`config.mk`:
```
export PLATFORM = sky130hd
export DESIGN_NAME = sram_bist_ctrl_flat
export DESIGN_NICKNAME = d
export VERILOG_FILES = /design/src/rtl/sram_bist_ctrl_if.sv /design/src/rtl/sram_bist_ctrl.sv /design/src/flat_wrapper.sv
export SDC_FILE = /design/constraint.sdc
export NUM_CORES = 1
export LEC_CHECK = 0
export BUFFER_PORTS_ARGS = -buffer_cell sky130_fd_sc_hd__buf_4
export CORE_MARGIN = 2
export CORE_UTILIZATION = 40
export DETAILED_ROUTE_END_ITERATION = 16
export PLACE_DENSITY = 0.66
export SETUP_SLACK_MARGIN = 0.02
export SLEW_MARGIN = 20
export SYNTH_ARGS = -nofsm -noshare
export SYNTH_HDL_FRONTEND = slang
export SYNTH_SLANG_ARGS = --single-unit
```
`constraint.sdc`:
```
create_clock -name clk -period 5.72 [get_ports clk]
set_input_delay 1.716 -clock clk [delete_from_list [all_inputs] [get_ports clk]]
set_output_delay 1.716 -clock clk [all_outputs]
set_load 0.02 [all_outputs]
```
`src/rtl/sram_bist_ctrl_if.sv`:
```
// SRAM port bundle between the BIST controller and a single-port SRAM macro.
//   csb   : chip select, active-low (controller -> SRAM)
//   web   : write enable, active-low (controller -> SRAM)
//   wmask : byte write mask (controller -> SRAM)
//   addr  : word address (controller -> SRAM)
//   din   : write data (controller -> SRAM)
//   dout  : read data (SRAM -> controller)
interface sram_bist_ctrl_if #(
    parameter int ADDR_WIDTH  = 4,
    parameter int DATA_WIDTH  = 32,
    parameter int WMASK_WIDTH = 4
);
    logic                   csb;
    logic                   web;
    logic [WMASK_WIDTH-1:0] wmask;
    logic [ADDR_WIDTH-1:0]  addr;
    logic [DATA_WIDTH-1:0]  din;
    logic [DATA_WIDTH-1:0]  dout;

    modport master (
        output csb, web, wmask, addr, din,
        input  dout
    );

    modport slave (
        input  csb, web, wmask, addr, din,
        output dout
    );
endinterface

```
`src/rtl/sram_bist_ctrl.sv`:
```
// March C- BIST controller for a single-port SRAM.
// Ports:
//   clk, rst_n  : clock and asynchronous active-low reset
//   mem         : SRAM bus (master side)
//   start       : one-cycle request to run a test (accepted only when idle)
//   abort       : terminate a running test
//   bg_sel      : data background, latched when start is accepted
//   busy        : test running (RUN or DRAIN)
//   done        : sticky normal-completion flag
//   pass        : done with no mismatches
//   aborted     : sticky abort flag
//   fail_addr   : address of first mismatch
//   fail_elem   : march element (0-5) of first mismatch
//   fail_count  : mismatch count, saturating at 255
//
// state | meaning
// IDLE  | waiting for start, SRAM deselected
// RUN   | issuing one march op per cycle (10*N ops)
// DRAIN | last op issued, waiting for outstanding read compares
module sram_bist_ctrl #(
    parameter int ADDR_WIDTH   = 4,
    parameter int DATA_WIDTH   = 32,
    parameter int WMASK_WIDTH  = 4,
    parameter int READ_LATENCY = 1
) (
    input  logic                  clk,
    input  logic                  rst_n,
    sram_bist_ctrl_if.master      mem,
    input  logic                  start,
    input  logic                  abort,
    input  logic [1:0]            bg_sel,
    output logic                  busy,
    output logic                  done,
    output logic                  pass,
    output logic                  aborted,
    output logic [ADDR_WIDTH-1:0] fail_addr,
    output logic [2:0]            fail_elem,
    output logic [7:0]            fail_count
);

    typedef enum logic [1:0] {IDLE, RUN, DRAIN} state_t;

    typedef struct packed {
        logic                  vld;
        logic [DATA_WIDTH-1:0] data;
        logic [ADDR_WIDTH-1:0] addr;
        logic [2:0]            elem;
    } rd_t;

    localparam int CW = (READ_LATENCY < 2) ? 1 : $clog2(READ_LATENCY + 1);
    localparam logic [ADDR_WIDTH-1:0] ADDR_MAX = '1;
    localparam int REP = (DATA_WIDTH + 7) / 8;

    state_t                state, state_nxt;
    logic [2:0]            elem;
    logic [ADDR_WIDTH-1:0] addr;
    logic                  op;
    logic [1:0]            bg;
    logic [CW-1:0]         drain_cnt;

    logic                  start_ok, abort_ok;
    logic                  elem_down, single_op, addr_end, last_issue, drain_last;
    logic                  is_read, is_write, inv;
    logic [DATA_WIDTH-1:0] pattern, op_data;
    rd_t                   rd_in, rd_out;
    logic                  cmp_hit;

    function automatic logic [DATA_WIDTH-1:0] bg_word(input logic [1:0] s);
        logic [7:0]       b;
        logic [8*REP-1:0] rep;
        case (s)
            2'b00:   b = 8'h00;
            2'b01:   b = 8'h55;
            2'b10:   b = 8'h33;
            default: b = 8'h0F;
        endcase
        rep = {REP{b}};
        return rep[DATA_WIDTH-1:0];
    endfunction

    assign start_ok   = (state == IDLE) && start && !abort;
    assign abort_ok   = (state != IDLE) && abort;
    assign elem_down  = (elem == 3'd3) || (elem == 3'd4);
    assign single_op  = (elem == 3'd0) || (elem == 3'd5);
    assign addr_end   = elem_down ? (addr == '0) : (addr == ADDR_MAX);
    assign last_issue = (elem == 3'd5) && addr_end;
    assign drain_last = (drain_cnt == '0);

    // First op of E1..E5 is a read; E0 and the second op of E1..E4 are writes.
    // Reads expect ~D in E2/E4, writes store ~D in E1/E3.
    assign is_read  = (elem != 3'd0) && !op;
    assign is_write = (state == RUN) && !is_read;
    assign inv      = is_read ? ((elem == 3'd2) || (elem == 3'd4))
                              : ((elem == 3'd1) || (elem == 3'd3));
    assign pattern  = bg_word(bg);
    assign op_data  = inv ? ~pattern : pattern;

    always_ff @(posedge clk or negedge rst_n) begin
        if (!rst_n) state <= IDLE;
        else        state <= state_nxt;
    end

    always_comb begin
        state_nxt = state;
        case (state)
            IDLE:    if (start_ok) state_nxt = RUN;
            RUN:     if (abort) state_nxt = IDLE;
                     else if (last_issue) state_nxt = DRAIN;
            DRAIN:   if (abort || drain_last) state_nxt = IDLE;
            default: state_nxt = IDLE;
        endcase
    end

    always_comb begin
        mem.csb   = 1'b1;
        mem.web   = 1'b1;
        mem.wmask = '0;
        mem.addr  = '0;
        mem.din   = '0;
        if (state == RUN) begin
            mem.csb  = 1'b0;
            mem.addr = addr;
            if (is_write) begin
                mem.web   = 1'b0;
                mem.wmask = '1;
                mem.din   = op_data;
            end
        end
    end

    // Address/element sequencer. E3 and E4 walk downward, so the element
    // boundaries into E3 and E4 reload the top address.
    always_ff @(posedge clk or negedge rst_n) begin
        if (!rst_n) begin
            elem      <= '0;
            addr      <= '0;
            op        <= 1'b0;
            bg        <= '0;
            drain_cnt <= '0;
        end else if (start_ok) begin
            elem <= '0;
            addr <= '0;
            op   <= 1'b0;
            bg   <= bg_sel;
        end else if (state == RUN && !abort) begin
            if (!single_op && !op) begin
                op <= 1'b1;
            end else begin
                op <= 1'b0;
                if (addr_end) begin
                    elem <= elem + 3'd1;
                    addr <= ((elem == 3'd2) || (elem == 3'd3)) ? ADDR_MAX : '0;
                end else begin
                    addr <= elem_down ? addr - ADDR_WIDTH'(1) : addr + ADDR_WIDTH'(1);
                end
            end
            if (last_issue) drain_cnt <= CW'(READ_LATENCY);
        end else if (state == DRAIN && !drain_last) begin
            drain_cnt <= drain_cnt - CW'(1);
        end
    end

    // Expected-read pipeline: one stage per cycle of SRAM read latency.
    assign rd_in = '{vld: (state == RUN) && is_read, data: op_data, addr: addr, elem: elem};

    for (genvar g = 0; g < READ_LATENCY; g++) begin : g_pipe
        rd_t q;
        if (g == 0) begin : g_head
            always_ff @(posedge clk or negedge rst_n) begin
                if (!rst_n)        q <= '0;
                else if (abort_ok) q <= '0;
                else               q <= rd_in;
            end
        end else begin : g_tail
            always_ff @(posedge clk or negedge rst_n) begin
                if (!rst_n)        q <= '0;
                else if (abort_ok) q <= '0;
                else               q <= g_pipe[g-1].q;
            end
        end
    end

    assign rd_out  = g_pipe[READ_LATENCY-1].q;
    assign cmp_hit = rd_out.vld && !abort_ok && (mem.dout != rd_out.data);

    always_ff @(posedge clk or negedge rst_n) begin
        if (!rst_n) begin
            done       <= 1'b0;
            aborted    <= 1'b0;
            fail_addr  <= '0;
            fail_elem  <= '0;
            fail_count <= '0;
        end else if (start_ok) begin
            done       <= 1'b0;
            aborted    <= 1'b0;
            fail_addr  <= '0;
            fail_elem  <= '0;
            fail_count <= '0;
        end else begin
            if (abort)    done    <= 1'b0;
            if (abort_ok) aborted <= 1'b1;
            if (state == DRAIN && drain_last && !abort) done <= 1'b1;
            if (cmp_hit) begin
                // A zero count means no mismatch yet in this test.
                if (fail_count == 8'd0) begin
                    fail_addr <= rd_out.addr;
                    fail_elem <= rd_out.elem;
                end
                if (fail_count != 8'hFF) fail_count <= fail_count + 8'd1;
            end
        end
    end

    assign busy = (state != IDLE);
    assign pass = done && (fail_count == 8'd0);

endmodule

```
`src/flat_wrapper.sv`:
```
// flat-port wrapper written by rule: the top's interface ports become plain ports
module sram_bist_ctrl_flat 
#(
    parameter int ADDR_WIDTH   = 4,
    parameter int DATA_WIDTH   = 32,
    parameter int WMASK_WIDTH  = 4,
    parameter int READ_LATENCY = 1
)
  (clk, rst_n, start, abort, bg_sel, busy, done, pass, aborted, fail_addr, fail_elem, fail_count, mem_csb, mem_web, mem_wmask, mem_addr, mem_din, mem_dout);
  sram_bist_ctrl_if #(.ADDR_WIDTH(ADDR_WIDTH), .DATA_WIDTH(DATA_WIDTH), .WMASK_WIDTH(WMASK_WIDTH)) mem_i ();
  input  logic clk;
  input  logic rst_n;
  input  logic start;
  input  logic abort;
  input  logic [1:0] bg_sel;
  output logic busy;
  output logic done;
  output logic pass;
  output logic aborted;
  output logic [ADDR_WIDTH-1:0] fail_addr;
  output logic [2:0] fail_elem;
  output logic [7:0] fail_count;
  output wire logic [$bits(mem_i.csb)-1:0] mem_csb;
  output wire logic [$bits(mem_i.web)-1:0] mem_web;
  output wire logic [$bits(mem_i.wmask)-1:0] mem_wmask;
  output wire logic [$bits(mem_i.addr)-1:0] mem_addr;
  output wire logic [$bits(mem_i.din)-1:0] mem_din;
  input wire logic [$bits(mem_i.dout)-1:0] mem_dout;
  assign mem_csb = mem_i.csb;
  assign mem_web = mem_i.web;
  assign mem_wmask = mem_i.wmask;
  assign mem_addr = mem_i.addr;
  assign mem_din = mem_i.din;
  assign mem_i.dout = mem_dout;
  sram_bist_ctrl #(.ADDR_WIDTH(ADDR_WIDTH), .DATA_WIDTH(DATA_WIDTH), .WMASK_WIDTH(WMASK_WIDTH), .READ_LATENCY(READ_LATENCY)) u_core (.clk(clk), .rst_n(rst_n), .mem(mem_i), .start(start), .abort(abort), .bg_sel(bg_sel), .busy(busy), .done(done), .pass(pass), .aborted(aborted), .fail_addr(fail_addr), .fail_elem(fail_elem), .fail_count(fail_count));
endmodule
```
Word-level counts from Yosys, hierarchy flattened
Cells that the tools add are included.

word-level totals
  bits in registers = 70
  bits of input ports = 38
  word-level logic and storage cells = 135

cells by class
  $add $sub $neg = 5
  equal/unequal tests = 17
  multiplexer cells = 48
  bitwise operators = 3
  reduce and logical (&&, ||, !) cells = 47

operators with widths
  cell                                                                      number
  32-bit 2-to-1 mux                                                         3
  4-bit 2-to-1 mux                                                          12
  40-bit 2-to-1 mux                                                         1
  32-bit inequality test                                                    1
  31-bit inverter with 32-bit output                                        1
  8-bit 2-to-1 mux                                                          3
  3-bit 2-to-1 mux                                                          7
  7-bit case mux with 3 select lines                                        1
  1-bit 2-to-1 mux                                                          16
  2-bit nonzero test                                                        8
  1-bit logical AND                                                         15
  3-bit AND reduction                                                       3
  8-bit by 1-bit adder with 8-bit output (second input constant)            1
  8-bit logical NOT                                                         1
  2-bit 2-to-1 mux                                                          4
  2-bit by 1-bit inequality test with 1-bit output (second input constant)  4
  8-bit inequality test (second input constant)                             1
  3-bit by 2-bit == test with 1-bit output (second input constant)          2
  3-bit == test (second input constant)                                     2
  1-bit logical OR                                                          6
  2-bit case mux with 3 select lines                                        1
  2-bit AND reduction                                                       3
  3-bit nonzero test                                                        2
  1-bit logical NOT                                                         5
  other kinds (13)                                                          17

Longest topological paths before layout
  depth after elaboration = 7
  mapped depth = 11

Least setup slack after synthesis
OpenSTA, ideal clock, no wires.

  path type = reg2out
  start point = register u_core.elem[1]
  end point = output mem_din[11]
  arrival = 2.194 ns
  required time = 4.004 ns
  path slack = 1.810 ns
  stages on the path, launching flop included = 10
  buffers on the path = 2
  cells stage by stage = dfrtp_1 > inv_1 > ha_1 > a21oi_1 > nor3_1 > a211o_1 > buf_2 > xor2_1 > nor2_1 > buf_4

on the way
  word-level cells in the longest chain between the ends = 6
  elaborated cells on any way between the ends = 14
  those cells by class = 4 x eq/ne; 4 x mux; 6 x reduce/logical

ends and longest elaborated chain
  element                                                                 line                                        source
  from (decl)                                                             sram_bist_ctrl.sv:55                        logic [2:0] elem;
  from (signal assigned)                                                  sram_bist_ctrl.sv:151                       elem <= elem + 3'd1;
  3-bit by 1-bit == test with 1-bit output, or another cell as far along  sram_bist_ctrl.sv:94                        : ((elem == 3'd1) || (elem == 3'd3));
  1-bit logical OR, or another cell as far along                          sram_bist_ctrl.sv:94
  1-bit 2-to-1 mux or 1-bit logical NOT (tied branches)                   sram_bist_ctrl.sv:93, sram_bist_ctrl.sv:92
  32-bit 2-to-1 mux or 1-bit logical AND (tied branches)                  sram_bist_ctrl.sv:96, sram_bist_ctrl.sv:92
  32-bit 2-to-1 mux *                                                     sram_bist_ctrl.sv:123                       if (is_write) begin
  32-bit 2-to-1 mux *                                                     sram_bist_ctrl.sv:120                       if (state == RUN) begin
  to (decl)                                                               flat_wrapper.sv:27                          output wire logic [$bits(mem_i.din)-1:0] mem_din;

Mark *: on every way between the ends. The rest lies on a longest branch, timed or not.

Worst setup path in the final report
  start point = register u_core.elem[0]
  end point = output mem_din[29]

Same word-level chain as after synthesis.

==> flow_summary.ini <==
[outcome]
status = finished clean

[power]
power_frac_clock_pct = 29.3
powerDensity_nw_per_um2 = 230
net-switching-power_uw = 252
ir_worst_vdd_v = 0.0000977
swShare_pct = 30.7
pwr-share-comb_pct = 25.3
p_seq_share_pct = 45.4
intPower_uw = 571
p_leak_uw = 0.00182

[grt]
grt_pass1_vias = 2351
grt_use_total_pct = 17.4
grt.overflow.total = 0
antenna_found_initial = 0
grt_pass1_wl_um = 10800
grt_max_degree = 47

[yosys]
netlist_area_um2 = 2870
ys_types = 43
avgSynthCellArea_um2 = 8.96
seq_area_frac_synth_pct = 40.1
synth_nets = 372
synth_edf_count = 0
syn_inst = 320
synthFlopType = dfrtp_1
synth_warnings = 0
synth_seq_cells = 46
synth_async_sr_flop_share_pct = 100

[setup_path]
cp-start-kind = flip-flop
worstPathArrival_ns = 2.51
critPathCaptureType = primary output
timing.setup.critical_path_class = reg -> out
crit_required_ns = 4.00
cp_max_fo = 9

[detailed_routing]
vias = 2408
drt_drc_violations_left = 0
dr.pass1.iters = 4
wl_per_cell_um = 13.5
antenna_left = 0
drtIter0Drc = 151
routed_wl_um = 6490
vias_per_cell = 5.01

[hold_path]
hold_class = reg -> reg

[floorplan]
die_w_um = 88.7
initial_core_util_pct = 41.7
io_pins = 99
die_area_um2 = 7860
design.core.area_um2 = 6870
die_y_um = 88.7
rows = 30

[clock_network]
cts.hold.buffers_added = 0
cts_resized = 0
clk_pin_slew_worst_paths_ns = 0.09
clockBufferDepth = 2
clock_latency_ns = 0.30
cts_buffers = 5
cts_setup_buffers = 0
cts_root_buf = clkbuf_8
cts_tree = built
htreeDepth = 2
numClockSinks = 46

[timing]
fin_skew_ns = 0.00871
finalSetupViolCount = 0
rsz0062_at_grt = false
whs_ns = 0.498
slew_headroom_pct = 45.5
fmax_mhz = 237
fin_crit_sh_pct = 73.9
max_slew.worst_pin.slew_ns = 0.818
fin_tns_setup_ns = 0
hold_viol = 0
slew_violations = 0
min_period_ns = 4.23

[place]
gp_congestion = 0.857
io_buffer_count = 98
dp_hpwl_um = 4890
dpl-instance-area_um2 = 3470

[final_layout]
area_growth_pct = 25.0
drive_gt1_share_pct = 29.4
fin_area_um2 = 3590
most-common-layout-cells = 98 x buf_4, 46 x dfrtp_1, 41 x nor2_1
nFillCells = 641
multiInputGateArea_um2 = 1410
diodes = 0
layout_commonest_cell = buf_4
seq_area_um2 = 1150
nNetsFinal = 436

[job]
cap_violations = 0
[sequential cells by signal, summed over array words and instances (netlist names)]
name / count
u_core.state: 2
u_core.fail_count: 8
u_core.g_pipe.q: 16
u_core.drain_cnt: 1
u_core.addr: 4
u_core.aborted: 1
u_core.done: 1
u_core.elem: 3
u_core.op: 1
u_core.bg: 2
u_core.fail_addr: 4
u_core.fail_elem: 3
[path summary, 6_finish.rpt]
kind | startpoint | to | slack (ns) | cells after the start
worst max-delay path | u_core.elem[0]$_DFFE_PN0P_ | mem_din[29] | 1.49 | 8
worst min-delay path | u_core.g_pipe[0].q[4]$_DFF_PN0_ | u_core.fail_addr[1]$_DFFE_PN0P_ | 0.50 | 2
worst max register to register | u_core.elem[0]$_DFFE_PN0P_ | u_core.addr[3]$_DFFE_PN0P_ | 3.19 | 11
worst min register to register | u_core.g_pipe[0].q[4]$_DFF_PN0_ | u_core.fail_addr[1]$_DFFE_PN0P_ | 0.50 | 2
max in group asynchronous | rst_n | u_core.g_pipe[0].q[4]$_DFF_PN0_ | 3.91 | 1
min in group asynchronous | rst_n | u_core.g_pipe[0].q[37]$_DFF_PN0_ | 1.41 | 1
[critical path, cell delays in order, from the launching register on]
cell and delay [ns]:
dfrtp_1 0.39, inv_1 0.11, ha_1 0.26, a21oi_1 0.28
nor3_1 0.08, a211o_1 0.43, xor2_1 0.22, nor2_1 0.25
buf_4 0.19
[per-stage QoR]
stage	cells	utilization, %	total power [µW]	worst slack [ns]
global placement	473	50.5	587	1.93
CTS	481	52.1	831	1.46
detailed placement	473	50.5	590	1.80
floorplan	320	-	521	1.81
finish	481	52.2	823	1.49
global route	481	52.2	869	1.25
[cells in the mapped netlist (4+ instances only)]
master,n,area share (%)
dfrtp_1,46,40
nand2_1,31,4.1
a21oi_1,10,1.7
and3_1,4,0.87
nand4_1,12,2.6
nand2b_1,4,0.87
nor3_1,7,1.2
mux2i_1,16,5.6
buf_4,27,7.1
nor2_1,41,5.4
and2_1,7,1.5
o21ai_0,9,1.6
nand3_1,10,1.7
inv_1,14,1.8
clkbuf_1,12,1.6
ha_1,13,5.7
or3_1,4,0.87
xnor2_1,5,1.5
xor2_1,7,2.1
or4_1,8,2.1
[per-layer routing]
metal	GRT usage, %	vias up	wire length [µm]	part of all wire, %
met3	3.54	4	275	4.2
met4	3.72	0	54	0.83
met1	21.7	1156	2820	43
met5	0	-	0	0
met2	31.0	50	3340	51
li1	-	1198	-	-
[area by class of cell]
type / instances / area share, %
clock buffers: 5 / 1.92
clock inverters: 3 / 1.12
inverters: 15 / 1.57
multi-input cells: 218 / 39.4
flip-flops and latches: 46 / 32.1
well taps: 96 / 3.35
repair buffers: 98 / 20.5
[power by group through the flow]
stage | Clock [µW] | Combinational, µW | Sequential [µW]
finish | 241 | 208 | 374
global route | 261 | 229 | 379
CTS | 247 | 211 | 374
detailed placement | 0 | 209 | 380
global placement | 0 | 208 | 380
floorplan | 0 | 146 | 375
[logic make-up after synthesis]
family / after synthesis / share of synthesized area [%]
XOR/XNOR: 12 / 3.66
buffers and inverters: 56 / 11.0
flip-flops: 46 / 40.1
AO/OA/AOI/OAI: 37 / 8.25
AND/OR/NAND/NOR: 137 / 24.1
multiplexers: 18 / 6.54
adder cells (fa/ha/maj): 14 / 6.37
(Power assumes the default switching activity.)
